$ cat config.mk
export PLATFORM = sky130hd
export DESIGN_NAME = sprite_motion_mc
export DESIGN_NICKNAME = d
export VERILOG_FILES = /design/src/rtl/sprite_motion_mc.sv
export SDC_FILE = /design/constraint.sdc
export NUM_CORES = 1
export LEC_CHECK = 0
export ABC_AREA = 1
export CAP_MARGIN = 15
export CORE_ASPECT_RATIO = 1.4
export CORE_UTILIZATION = 58
export CTS_CLUSTER_DIAMETER = 100
export DETAILED_ROUTE_END_ITERATION = 8
export PLACE_DENSITY = 0.93
export SYNTH_ARGS = -nofsm -noshare
export SYNTH_HDL_FRONTEND = slang
export SYNTH_SLANG_ARGS = --single-unit
$ cat constraint.sdc
create_clock -name i_clk_pix -period 9.02 [get_ports i_clk_pix]
set_clock_uncertainty 0.1 [all_clocks]
set_input_delay 0.902 -clock i_clk_pix [delete_from_list [all_inputs] [get_ports i_clk_pix]]
set_output_delay 0.902 -clock i_clk_pix [all_outputs]
set_load 0.1 [all_outputs]
$ cat src/rtl/sprite_motion_mc.sv
// Multi-channel sprite position engine: one channel per clock per frame sweep.
// Optional block collision is enabled by defining SPRITE_MOTION_COLLIDE_EN.
module sprite_motion_mc #(
  parameter int N_SPR   = 4,
  parameter int CORDW   = 16,
  parameter int SPD_W   = 8,
  parameter int VEL_W   = 8,
  parameter int SPR_W   = 19,
  parameter int SPR_H   = 27,
  parameter int H_RES   = 800,
  parameter int V_RES   = 600,
  parameter int X0      = 16,
  parameter int X_STEP  = 64,
  parameter int Y0      = 0,
  parameter int GRAVITY = 1,
  parameter int VMAX    = 12
) (
  input  logic                   i_clk_pix,
  input  logic                   i_rst_n,
  input  logic                   i_frame,
  input  logic [N_SPR-1:0]       i_left,
  input  logic [N_SPR-1:0]       i_right,
  input  logic [N_SPR-1:0]       i_jump,
  input  logic [SPD_W-1:0]       i_run_speed,
  input  logic [SPD_W-1:0]       i_jump_vel,
  input  logic [CORDW-1:0]       i_floor,
  input  logic [CORDW-1:0]       i_blk_left,
  input  logic [CORDW-1:0]       i_blk_right,
  input  logic [CORDW-1:0]       i_blk_height,
  output logic [N_SPR*CORDW-1:0] o_sprx,
  output logic [N_SPR*CORDW-1:0] o_spry,
  output logic [N_SPR-1:0]       o_face_left,
  output logic [N_SPR-1:0]       o_walking,
  output logic [N_SPR-1:0]       o_jumping,
  output logic                   o_busy,
  output logic                   o_done,
  output logic                   o_overrun
);
  localparam int W     = CORDW + 2;
  localparam int VW    = VEL_W + 2;
  localparam int IDX_W = (N_SPR > 1) ? $clog2(N_SPR) : 1;
  localparam logic [IDX_W-1:0]    LAST = IDX_W'(N_SPR - 1);
  localparam logic signed [W-1:0] XMAX = W'(H_RES - SPR_W);
  localparam logic signed [W-1:0] SW   = W'(SPR_W);
  localparam logic signed [W-1:0] SH   = W'(SPR_H);
  localparam logic signed [W-1:0] VRES = W'(V_RES);
  localparam logic signed [VW-1:0] GRAV = VW'(GRAVITY);
  localparam logic signed [VW-1:0] VLIM = VW'(VMAX);

  typedef enum logic [1:0] {S_IDLE, S_UPDATE, S_DONE} state_t;
  state_t state, state_nxt;

  logic [IDX_W-1:0]        idx;
  logic signed [CORDW-1:0] sprx_q [N_SPR];
  logic signed [CORDW-1:0] spry_q [N_SPR];
  logic signed [VEL_W-1:0] vy_q   [N_SPR];
  logic [N_SPR-1:0]        air_q, face_q, walk_q;

  logic signed [W-1:0]  x_cur, y_cur, spd, dx, x_raw, x_nxt, g_lvl, y_fall, y_nxt;
  logic signed [VW-1:0] vy_cur, vy_inc, vy_nxt;
  logic                 face_nxt, air_nxt;
  logic                 unused_bits;

  always_ff @(posedge i_clk_pix or negedge i_rst_n) begin
    if (!i_rst_n) state <= S_IDLE;
    else          state <= state_nxt;
  end

  always_comb begin
    state_nxt = state;
    case (state)
      S_IDLE:   if (i_frame) state_nxt = S_UPDATE;
      S_UPDATE: if (idx == LAST) state_nxt = S_DONE;
      S_DONE:   state_nxt = S_IDLE;
      default:  state_nxt = S_IDLE;
    endcase
  end

  always_comb begin
    o_busy = (state != S_IDLE);
    o_done = (state == S_DONE);
  end

  // Next state of the channel currently addressed by idx.
  always_comb begin
    x_cur    = W'(sprx_q[idx]);
    y_cur    = W'(spry_q[idx]);
    vy_cur   = VW'(vy_q[idx]);
    spd      = W'(i_run_speed);
    dx       = '0;
    face_nxt = face_q[idx];
    if (i_right[idx] && !i_left[idx]) begin
      dx       = spd;
      face_nxt = 1'b0;
    end else if (i_left[idx] && !i_right[idx]) begin
      dx       = -spd;
      face_nxt = 1'b1;
    end
    x_raw = x_cur + dx;
`ifdef SPRITE_MOTION_COLLIDE_EN
    begin
      logic signed [W-1:0] bl, br, blk_top;
      logic                v_ov;
      bl      = W'($signed(i_blk_left));
      br      = W'($signed(i_blk_right));
      blk_top = VRES - W'($signed(i_blk_height));
      v_ov    = (y_cur + SH) > blk_top;
      if (!dx[W-1] && dx != '0 && v_ov && (x_cur + SW) <= bl && (x_raw + SW) > bl)
        x_raw = bl - SW;
      if (dx[W-1] && v_ov && x_cur >= br && x_raw < br)
        x_raw = br;
`endif
      if (x_raw[W-1])        x_nxt = '0;
      else if (x_raw > XMAX) x_nxt = XMAX;
      else                   x_nxt = x_raw;
      g_lvl = VRES - SH - W'($signed(i_floor));
`ifdef SPRITE_MOTION_COLLIDE_EN
      // Standing on the block only needs any horizontal overlap with its span.
      if (x_nxt < br && (x_nxt + SW) > bl && (blk_top - SH) < g_lvl)
        g_lvl = blk_top - SH;
    end
`endif

    y_fall = y_cur + W'(vy_cur);
    vy_inc = vy_cur + GRAV;
    if (vy_inc > VLIM) vy_inc = VLIM;
    y_nxt   = y_cur;
    vy_nxt  = vy_cur;
    air_nxt = air_q[idx];
    if (!air_q[idx]) begin
      if (i_jump[idx]) begin
        vy_nxt  = -VW'(i_jump_vel);
        air_nxt = 1'b1;
      end else if (y_cur < g_lvl) begin
        vy_nxt  = '0;
        air_nxt = 1'b1;
      end else begin
        y_nxt = g_lvl;
      end
    end else if (y_fall >= g_lvl) begin
      y_nxt   = g_lvl;
      vy_nxt  = '0;
      air_nxt = 1'b0;
    end else begin
      y_nxt  = y_fall;
      vy_nxt = vy_inc;
    end
  end

  always_ff @(posedge i_clk_pix or negedge i_rst_n) begin
    if (!i_rst_n) begin
      idx       <= '0;
      o_overrun <= 1'b0;
      air_q     <= '1;
      face_q    <= '0;
      walk_q    <= '0;
      for (int unsigned k = 0; k < N_SPR; k++) begin
        sprx_q[k] <= CORDW'(X0 + int'(k) * X_STEP);
        spry_q[k] <= CORDW'(Y0);
        vy_q[k]   <= '0;
      end
    end else begin
      if (i_frame && state != S_IDLE) o_overrun <= 1'b1;
      if (state == S_UPDATE) begin
        idx         <= (idx == LAST) ? '0 : idx + 1'b1;
        sprx_q[idx] <= x_nxt[CORDW-1:0];
        spry_q[idx] <= y_nxt[CORDW-1:0];
        vy_q[idx]   <= vy_nxt[VEL_W-1:0];
        air_q[idx]  <= air_nxt;
        face_q[idx] <= face_nxt;
        walk_q[idx] <= (dx != '0);
      end
    end
  end

  always_comb begin
    o_sprx = '0;
    o_spry = '0;
    for (int unsigned k = 0; k < N_SPR; k++) begin
      o_sprx[k*CORDW +: CORDW] = sprx_q[k];
      o_spry[k*CORDW +: CORDW] = spry_q[k];
    end
    o_face_left = face_q;
    o_walking   = walk_q;
    o_jumping   = air_q;
  end

`ifdef SPRITE_MOTION_COLLIDE_EN
  assign unused_bits = ^{x_nxt[W-1:CORDW], y_nxt[W-1:CORDW], vy_nxt[VW-1:VEL_W]};
`else
  assign unused_bits = ^{x_nxt[W-1:CORDW], y_nxt[W-1:CORDW], vy_nxt[VW-1:VEL_W],
                         i_blk_left, i_blk_right, i_blk_height};
`endif

endmodule

# After elaboration in Yosys (flattened, before gate mapping)
# Index checks and enable logic that the tools add are counted.
[word_totals]
reg_bits = 177
latchBits = 0
ramBits = 0
rom_bits = 0
out_inout_bits = 143
mem_count = 0
[op_classes]
n_addsub = 7
n_mul = 0
div = 0
magnitude_cmp = 8
n_eq_ne = 5
shift = 0
n_mux = 54
bitwise_logic = 1
n_reduce_logical = 11
[ops]
columns = ["op", "count"]
rows = [
  ["$mux 16", 11],
  ["$bwmux 64", 2],
  ["$bmux 16 s2", 2],
  ["$mux 8", 8],
  ["$mux 18", 2],
  ["$bwmux 32", 1],
  ["$demux 16 s2", 1],
  ["$add 16x18->18", 1],
  ["$gt 18x11->1 const B", 1],
  ["$neg 8->18", 1],
  ["$reduce_bool 18->1", 1],
  ["$add 16x8->17", 1],
  ["$ge 17x17->1", 1],
  ["$lt 16x17->1", 1],
  ["$sub 11x16->17 const A", 1],
  ["$bmux 8 s2", 1],
  ["$demux 8 s2", 1],
  ["$bwmux 4", 3],
  ["$mux 1", 12],
  ["$bmux 1 s2", 5],
  ["$add 8x2->9 const B", 1],
  ["$gt 9x5->1 const B", 1],
  ["$neg 8->8", 1],
  ["$mux 2", 3],
  ["other kinds (16)", 23],
]

# Longest topological paths before layout
# Gate-level depths: netlist of the first run.
[depth]
word_depth = 11
mapped_depth = 30
depth_no_buf = 29

# Least setup slack after synthesis of the first run
# No wires, ideal clock.
[synth_path]
path_kind = "register -> register"
start = "register idx[0]"
end = "register spry_q (netlist bit o_spry[51])"
setup_ns = 0.120
arrival_ns = 4.082
path_slack_ns = 4.718
stages_incl_launch_ff = 30
n_path_buf = 4
synth_period_minus_slack_ns = 4.302
cell_sequence = "dfrtp_1 inv_2 buf_4 buf_2 clkbuf_1 nor2_1 o22ai_1 ha_1 nand3_1 nand3_1 nand3_1 nand3_1 nand4_1 nand2_1 nand2_1 nand2_1 ha_1 nand2_1 nor2_1 nand2_1 or3_1 nand3_1 nand2_1 nand2_4 inv_4 buf_6 nand2_1 nand3_2 nand3_1 nand2_1"
[synth_via]
elab_chain_cells = 9
word_cells_on_any_way = 24
cone_classes = "add/sub (1); order compare (4); mux (17); bitwise (1); reduce/logical (1)"
[synth_lines]
columns = ["item", "line_no", "text"]
rows = [
  ["from (decl)", "53", "logic [IDX_W-1:0] idx;"],
  ["from (signal assigned)", "165", "idx <= (idx == LAST) ? '0 : idx + 1'b1;"],
  ["$not 2->3 (not written as such)", "87, 88, 167", ""],
  ["$bmux 16 s2 or $bmux 8 s2 (tied branches)", "87, 88", ""],
  ["$mux 16 (not written as such) or $mux 8 (tied branches) (2 in series)", "87, 88", ""],
  ["$add 16x8->17 or $lt 16x17->1 (tied branches)", "124, 134", ""],
  ["$ge 17x17->1 or $mux 16 (tied branches)", "140, 134", ""],
  ["$mux 16, on equally long branches", "140, 131", ""],
  ["$mux 16", "130", "if (!air_q[idx]) begin"],
  ["$bwmux 64 *", "167", "spry_q[idx] <= y_nxt[CORDW-1:0];"],
  ["to (signal, indexed assignment)", "159", "spry_q[k] <= CORDW'(Y0);"],
  ["to (signal, indexed assignment)", "167", ""],
  ["to (decl)", "55", "logic signed [CORDW-1:0] spry_q [N_SPR];"],
]
# Mark *: on every way between the ends. The rest lies on a longest branch, timed or not. The select of a mux whose other input is x is not followed.
# A chain may end at the register's enable or synchronous reset.

# Final worst setup path of the first run
[layout_path]
start = "register idx[1]"
end = "register air_q[1], in the netlist o_jumping[1]"
[layout_via]
elab_chain_cells = 9
word_cells_on_any_way = 24
cone_classes = "add/sub (1); order compare (4); mux (17); bitwise (1); reduce/logical (1)"
[layout_lines]
columns = ["item", "line_no", "text"]
rows = [
  ["$not 2->3 (not written as such)", "87, 88", ""],
  ["$bmux 16 s2 or $bmux 8 s2 (tied branches)", "87, 88", ""],
  ["$mux 16 (not written as such) or $mux 8 (tied branches) (2 in series)", "87, 88", ""],
  ["$add 16x8->17 or $lt 16x17->1 (tied branches)", "124, 134", ""],
  ["$ge 17x17->1 or $mux 1 (tied branches)", "140, 134", ""],
  ["$mux 1, on equally long branches", "140, 131", ""],
  ["$mux 1", "130", ""],
  ["$bwmux 4 *", "169", "air_q[idx] <= air_nxt;"],
  ["to (signal, indexed assignment)", "169", ""],
  ["to (decl)", "57", "logic [N_SPR-1:0] air_q, face_q, walk_q;"],
]
# Marked as above.

==> results of run 1 <==
[Yosys cell counts (all sizes together)]
library cell and instances:
xnor2 8, clkbuf 36, dfstp 12, buf 39, nand3b 6, and2 3
o211ai 1, a211oi 1, o21a 1, inv 150, a32oi 2, a21o 5
a21oi 44, dfrtp 165, o21ai 100, o21bai 3, nand2 664, o22ai 31
or3 1, nand3 234, nor3 12, nor2 138, or2 23, nor3b 1
nand4 10, a31oi 1, nor4 3, a21boi 20, xor2 22, ha 76
fa 2
[flip-flops by register name (all words and copies together), names as in the netlist]
signal / count
idx: 2
state: 2
o_overrun: 1
o_walking: 4
o_jumping: 4
o_sprx: 64
o_spry: 64
o_face_left: 4
vy_q: 32
[final timing paths]
kind                                   start      endpoint  slack, ns  cells past startpoint
min in group i_clk_pix          o_walking[3]  o_walking[3]       0.38                      2
worst min register to register  o_walking[3]  o_walking[3]       0.38                      2
worst max-delay path                  idx[1]  o_jumping[1]       3.10                     24
worst max register to register        idx[1]  o_jumping[1]       3.10                     24
worst min-delay path                 i_rst_n    o_sprx[31]       0.28                      1
max in group asynchronous            i_rst_n        idx[0]       7.29                      2
[worst max-delay path: stages (launching register included)]
cell                       delay [ns]
sky130_fd_sc_hd__dfrtp_1         0.37
sky130_fd_sc_hd__buf_4           0.34
sky130_fd_sc_hd__inv_2           0.39
sky130_fd_sc_hd__buf_4           0.49
sky130_fd_sc_hd__nand3_1         0.13
sky130_fd_sc_hd__nand2_1         0.18
sky130_fd_sc_hd__inv_1           0.24
sky130_fd_sc_hd__ha_1            0.45
sky130_fd_sc_hd__nand2_1         0.12
sky130_fd_sc_hd__o21ai_0         0.24
sky130_fd_sc_hd__nand2_1         0.09
sky130_fd_sc_hd__nand4_1         0.15
sky130_fd_sc_hd__nand3_1         0.12
sky130_fd_sc_hd__o211ai_1        0.10
sky130_fd_sc_hd__nand2_1         0.09
sky130_fd_sc_hd__ha_1            0.35
sky130_fd_sc_hd__nand2_1         0.09
sky130_fd_sc_hd__nor2_1          0.14
sky130_fd_sc_hd__nand2_1         0.09
sky130_fd_sc_hd__or3_1           0.38
sky130_fd_sc_hd__nand4_1         0.16
sky130_fd_sc_hd__nand2_4         0.20
sky130_fd_sc_hd__o21ai_0         0.60
sky130_fd_sc_hd__nand2_1         0.11
sky130_fd_sc_hd__o21ai_0         0.10
[metrics by stage]
stage / hold WS [ns] / utilization [%]
floorplan: 0.349 / -
global placement: 0.343 / 68.6
detailed placement: 0.365 / 68.6
CTS: 0.301 / 71.5
global route: 0.308 / 71.5
finish: 0.279 / 71.5
[layer usage]
metal	wire length (um)	up-vias	part of all wire, %
li1	-	6169	-
met1	14200	6236	35
met2	20300	866	50
met3	3150	255	7.8
met4	2520	0	6.3
met5	0	-	0
[cells by family (layout without fill, tap and decap cells)]
group           after synthesis  after routing
fa+ha+maj                    78             78
xor+xnor                     30             30
simple gates               1095           1095
buf+inv                     225            386
flops                       177            177
compound gates              209            209
[final cells by class]
type                            count  area [um^2]
Multi-Input combinational cell   1412         7140
Fill cell                        1632         6030
Sequential cell                   177         4450
Timing Repair Buffer              204         2010
Inverter                          150          566
Clock buffer                       19          443
Tap cell                          260          325
Clock inverter                     13          165
==> summary.txt, run 1 <==
Global routing
  – Gr busiest metal: met2
  – Global-route wire length before repair: ~64000 um
  – Maximum number of pins on one net before global-route repair: between 90 and 100
  – Met3 track demand over resource in global routing: around 6.0%
  – Global-route usage over all layers: roughly 37%
  – Remaining global-route overflow: 0
  – Number of antenna violations at the first check in global routing: 0
  – Met1 usage: 39.9%
  – Met2 usage: about 65%
  – Number of global-route vias before repair: approximately 13000

Floorplanning
  – Area of the core region: around 21000 um^2
  – Horizontal extent of the die: around 130 um
  – Row cnt: between 60 and 70
  – Die outline height: between 150 and 200 um
  – Ports placed on the boundary: about 240
  – Die ar.: 22200 um^2
  – Initial cell density of the core: between 50% and 60%

STA
  – Setup TNS: 0 ns
  – Hold Violations, Final: 0
  – Highest achievable clock rate: 169 MHz
  – Max-Slew Margin vs Limit: between 30% and 40%
  – RSZ-0062 raised after global routing: false
  – Final number of max-transition violations: 0
  – Minimum clock period: 5.92 ns
  – Slew at the pin with the worst max-slew slack: around 1.0 ns
  – Final worst path period share: 65.6%
  – Setup slack after layout: between 3 and 4 ns
  – Final setup fails: 0

Job
  – Number of maximum-capacitance constraint violations: 0

Finish
  – Most common library cell in the layout ignoring fill and taps: sky130_fd_sc_hd__nand2_1
  – Final cell count without fillers: between 2000 and 2500
  – Design Area, Final: 15100 um^2
  – Share of post-route cells with drive strength above 1: around 6.5%
  – ANT cells: 0
  – Most used cells in the layout excluding fill and tap cells: 654 x sky130_fd_sc_hd__nand2_1, 218 x sky130_fd_sc_hd__nand3_1, 188 x sky130_fd_sc_hd__clkdlybuf4s50_1
  – Post-layout nets: roughly 2100
  – Area growth from synthesis to layout: 20.7%

Run status
  – Run status: finished clean

Routing
  – DR vias: 13526
  – Routed wire length: around 40000 um
  – Vias per cell: 6.05
  – Detailed Route Iter0 Violations: between 1000 and 1500
  – First-pass DRT Iterations: 7
  – WL/cell: about 18 um
  – Number of antenna-violating nets in the routed design: 0
  – Post-route DRC: 0

Logic synthesis
  – Fraction of synthesized cell area in xor and xnor cells: under 10%
  – Count of unique library cells instantiated by Yosys: 46
  – Compound-cell area share of the yosys netlist: a little under a tenth
  – Average instance area after synthesis: 6.89 um^2
  – Proportion of synthesized area in mux cells: 0%
  – Dominant combinational cell family by area after synthesis: simple AND/OR/NAND/NOR gates
  – Cells after synthesis: 1814
  – Nets in the synthesized netlist: around 2000
  – Share of the synthesized area in the top cell type: 33.0%
  – Number of flip-flops and latches in the synthesized netlist: between 150 and 200
  – Synth Warn #: 0
  – Cell type contributing the most total cell area after synthesis: sky130_fd_sc_hd__dfrtp_1
  – Post-synth design cell area: roughly 13000 um^2
  – Leading cell types by total area after synthesis: sky130_fd_sc_hd__dfrtp_1 33%, sky130_fd_sc_hd__nand2_1 20%, sky130_fd_sc_hd__nand3_1 8.7%
  – Sequential area share after synthesis: between 30% and 40%
  – Area fraction in and, or, nand and nor cells after synthesis: approximately 38%
  – Adder-cell share of the synthesized area: 7.92%

CTS
  – Post-CTS setup buffer count: 0
  – Clock tree from TritonCTS: built
  – CTS HTree Levels: 4
  – Clock Pin Slew Worst Setup and Hold Paths: 0.08 ns
  – CTS Hold Bufs: 0
  – Total clock buffers created by CTS: 17
  – Source-to-sink clock delay at the later pin of the worst-skew pair: ~0.45 ns
  – Bufs on Longest Clock Path: 2
  – Resize count post-CTS: 0
  – Sink Count: between 150 and 200
  – Clock Tree Root: sky130_fd_sc_hd__clkbuf_16

Worst setup path
  – Worst Setup End Kind: flop
  – Top fanout value on the critical path: 49
  – Worst Setup Start Kind: flop
  – Critical path start-end classification: flop to flop
  – Critical Path RT: a little over 9 ns
  – CP arrival: roughly 6.2 ns

Placement
  – Instance count after placement with tap cells included: ~2200
  – HPWL after DPL: around 27000 um
  – Input/output buffers: about 190
  – Weighted congestion reported at the end of routability-driven placement: ~0.98
  – Placed instance area: 14500 um^2
  – Pre-CTS worst setup slack: 3.40 ns

Hold path
  – Kind of path behind the tightest hold check: primary input to asynchronous set/reset pin
Power of run 1 is left out: the tool's default activity adds up to more than one toggle a clock period on the data nets, which glitch-free logic cannot reach.
==> inputs of run 2 (changes only) <==
--- a/config.mk
+++ b/config.mk
@@ -8,10 +8,10 @@
 export ABC_AREA = 1
 export CAP_MARGIN = 15
 export CORE_ASPECT_RATIO = 1.4
-export CORE_UTILIZATION = 58
+export CORE_UTILIZATION = 54
 export CTS_CLUSTER_DIAMETER = 100
 export DETAILED_ROUTE_END_ITERATION = 8
-export PLACE_DENSITY = 0.93
+export PLACE_DENSITY = 0.87
 export SYNTH_ARGS = -nofsm -noshare
 export SYNTH_HDL_FRONTEND = slang
 export SYNTH_SLANG_ARGS = --single-unit
==> constraint.sdc (replaced) <==
create_clock -name i_clk_pix -period 5.9 [get_ports i_clk_pix]
set_clock_uncertainty 0.1 [all_clocks]
set_input_delay 0.59 -clock i_clk_pix [delete_from_list [all_inputs] [get_ports i_clk_pix]]
set_output_delay 0.59 -clock i_clk_pix [all_outputs]
set_load 0.1 [all_outputs]
==> run 2 against run 1 <==
The run now ends with negative hold slack left. Utilization down 4.4 points. Wire length rose by 1.1%. Worst hold slack worse by 0.28 ns. Clock-buffer cell count unchanged. Die area increased by 7.3%. Via count is 2.2% lower. First-iteration DRC count shrank 13%. Sequential share of layout area shrank 0.13 points. Non-clock buffer count up 7. Setup slack worse by 2.6 ns. Critical path depth increased by 1. Cell count rose by 2.1%. Critical path type unchanged. Highest routed layer unchanged.
==> summary.txt, run 2 (synthesized netlist as in run 1, its figures left out) <==
Global routing
  – Remaining global-route overflow: 0
  – Global-route wire length before repair: 63900 um
  – Number of antenna violations at the first check in global routing: 0
  – Global-route usage over all layers: between 30% and 40%
  – Number of global-route vias before repair: around 13000
  – Maximum number of pins on one net before global-route repair: 67

Finish
  – Count of filler cells inserted in the layout: 1983
  – Final standard cell utilization of the core: between 60% and 70%
  – Area growth from synthesis to layout: 21.3%
  – ANT cells: 0
  – Post-layout nets: about 2100
  – Most common library cell in the layout ignoring fill and taps: sky130_fd_sc_hd__nand2_1
  – Most used cells in the layout excluding fill and tap cells: 654 x sky130_fd_sc_hd__nand2_1, 218 x sky130_fd_sc_hd__nand3_1, 188 x sky130_fd_sc_hd__clkdlybuf4s50_1
  – Share of post-route cells with drive strength above 1: roughly 6.8%

STA
  – Final number of max-transition violations: 0
  – Final-layout worst hold slack: -0.000761 ns
  – Minimum clock period: about 5.4 ns
  – Final worst path period share: between 90% and 100%
  – Setup TNS: 0 ns
  – Highest achievable clock rate: between 150 and 200 MHz
  – Slew at the pin with the worst max-slew slack: ~1.2 ns
  – RSZ-0062 raised after global routing: false
  – Max-Slew Margin vs Limit: between 15 and 20%
  – Hold Violations, Final: 1
  – Final setup fails: 0

Worst setup path
  – CP arrival: approximately 5.6 ns
  – Largest stage delay on the critical path: 0.61 ns
  – Worst Setup End Kind: flop
  – Critical Path RT: around 6 ns
  – Critical path start-end classification: flop to flop
  – Cell occurring most often along the worst timing path: sky130_fd_sc_hd__nand2_1
  – Worst-path cell with the longest stage delay: sky130_fd_sc_hd__buf_4
  – Top fanout value on the critical path: 66
  – Worst Setup Start Kind: flop

Floorplanning
  – Die ar.: 23800 um^2
  – Initial cell density of the core: a little under three fifths
  – Row cnt: between 60 and 70
  – Area of the core region: 22600 um^2
  – Die outline height: roughly 180 um
  – Horizontal extent of the die: approximately 130 um
  – Ports placed on the boundary: 238

CTS
  – Sink Count: around 180
  – CTS Hold Bufs: 0
  – CTS HTree Levels: 4
  – Post-CTS setup buffer count: 0
  – Resize count post-CTS: 0
  – Clock Pin Slew Worst Setup and Hold Paths: around 0.060 ns
  – Source-to-sink clock delay at the later pin of the worst-skew pair: 0.44 ns
  – Bufs on Longest Clock Path: 2
  – Clock Tree Root: sky130_fd_sc_hd__clkbuf_16
  – Clock tree from TritonCTS: built
  – Total clock buffers created by CTS: 17

Run status
  – Failing checks: negative hold slack
  – Run status: finished, violations left

Routing
  – Vias per cell: about 5.8
  – Number of antenna-violating nets in the routed design: 0
  – Routed wire length: ~41000 um
  – Detailed Route Iter0 Violations: 1122
  – DR vias: around 13000
  – Post-route DRC: 0
  – WL/cell: between 15 and 20 um
  – First-pass DRT Iterations: 6

Hold path
  – Kind of path behind the tightest hold check: primary input to asynchronous set/reset pin

Job
  – Number of maximum-capacitance constraint violations: 0

Placement
  – Input/output buffers: between 150 and 200
  – Weighted congestion reported at the end of routability-driven placement: about 1
  – HPWL after DPL: roughly 28000 um
run 2: cell types whose count changed in the layout (fill, tap and decap cells not counted), sizes merged:
cell,before,now
buf,16,23
clkinv,2,7
clkinvlp,1,2
inv,158,152
run 2: worst paths after layout:
path | start | cells past startpoint | to | slack [ns]
worst max-delay path | idx[0] | 25 | o_spry[32] | 0.55
worst min-delay path | i_rst_n | 1 | o_sprx[15] | -0.0008
worst max register to register | idx[0] | 25 | o_spry[32] | 0.55
worst min register to register | o_overrun | 1 | o_overrun | 0.35
max in group asynchronous | i_rst_n | 2 | idx[0] | 4.44
min in group i_clk_pix | o_overrun | 1 | o_overrun | 0.35
run 2: stage by stage:
stage               cells  setup WS [ns]  cell area, um^2
global route         2283          0.212            15200
detailed placement   2251          0.702            14600
global placement     2251          0.867            14600
finish               2283          0.548            15200
floorplan            1814           1.60            12500
CTS                  2283          0.635            15200
run 2: critical path: cells and delay by family, from the launching register on:
family | cells | cell delay, ns
simple gates | 17 | 2.24
xor+xnor | 1 | 0.21
flops | 1 | 0.37
buf+inv | 3 | 0.87
fa+ha+maj | 2 | 0.63
compound gates | 2 | 0.76
run 2: routing by layer:
layer	track usage, %	part of all wire, %	vias to the layer above
met5	0	0	-
met4	20.6	5.2	0
met3	5.42	7.4	178
met2	61.2	51	731
met1	39.5	36	6124
li1	-	-	6189
run 2: area by class of cell:
cell class | count | area [um^2] | share of cell area (%)
clock inverter | 13 | 139 | 0.916
sequential | 177 | 4450 | 29.3
inverter | 150 | 566 | 3.73
tap | 301 | 377 | 2.48
clock buffer | 19 | 433 | 2.86
timing repair buffer | 211 | 2060 | 13.6
multi-input combinational | 1412 | 7140 | 47.1
Power of run 2 is left out for the same reason.
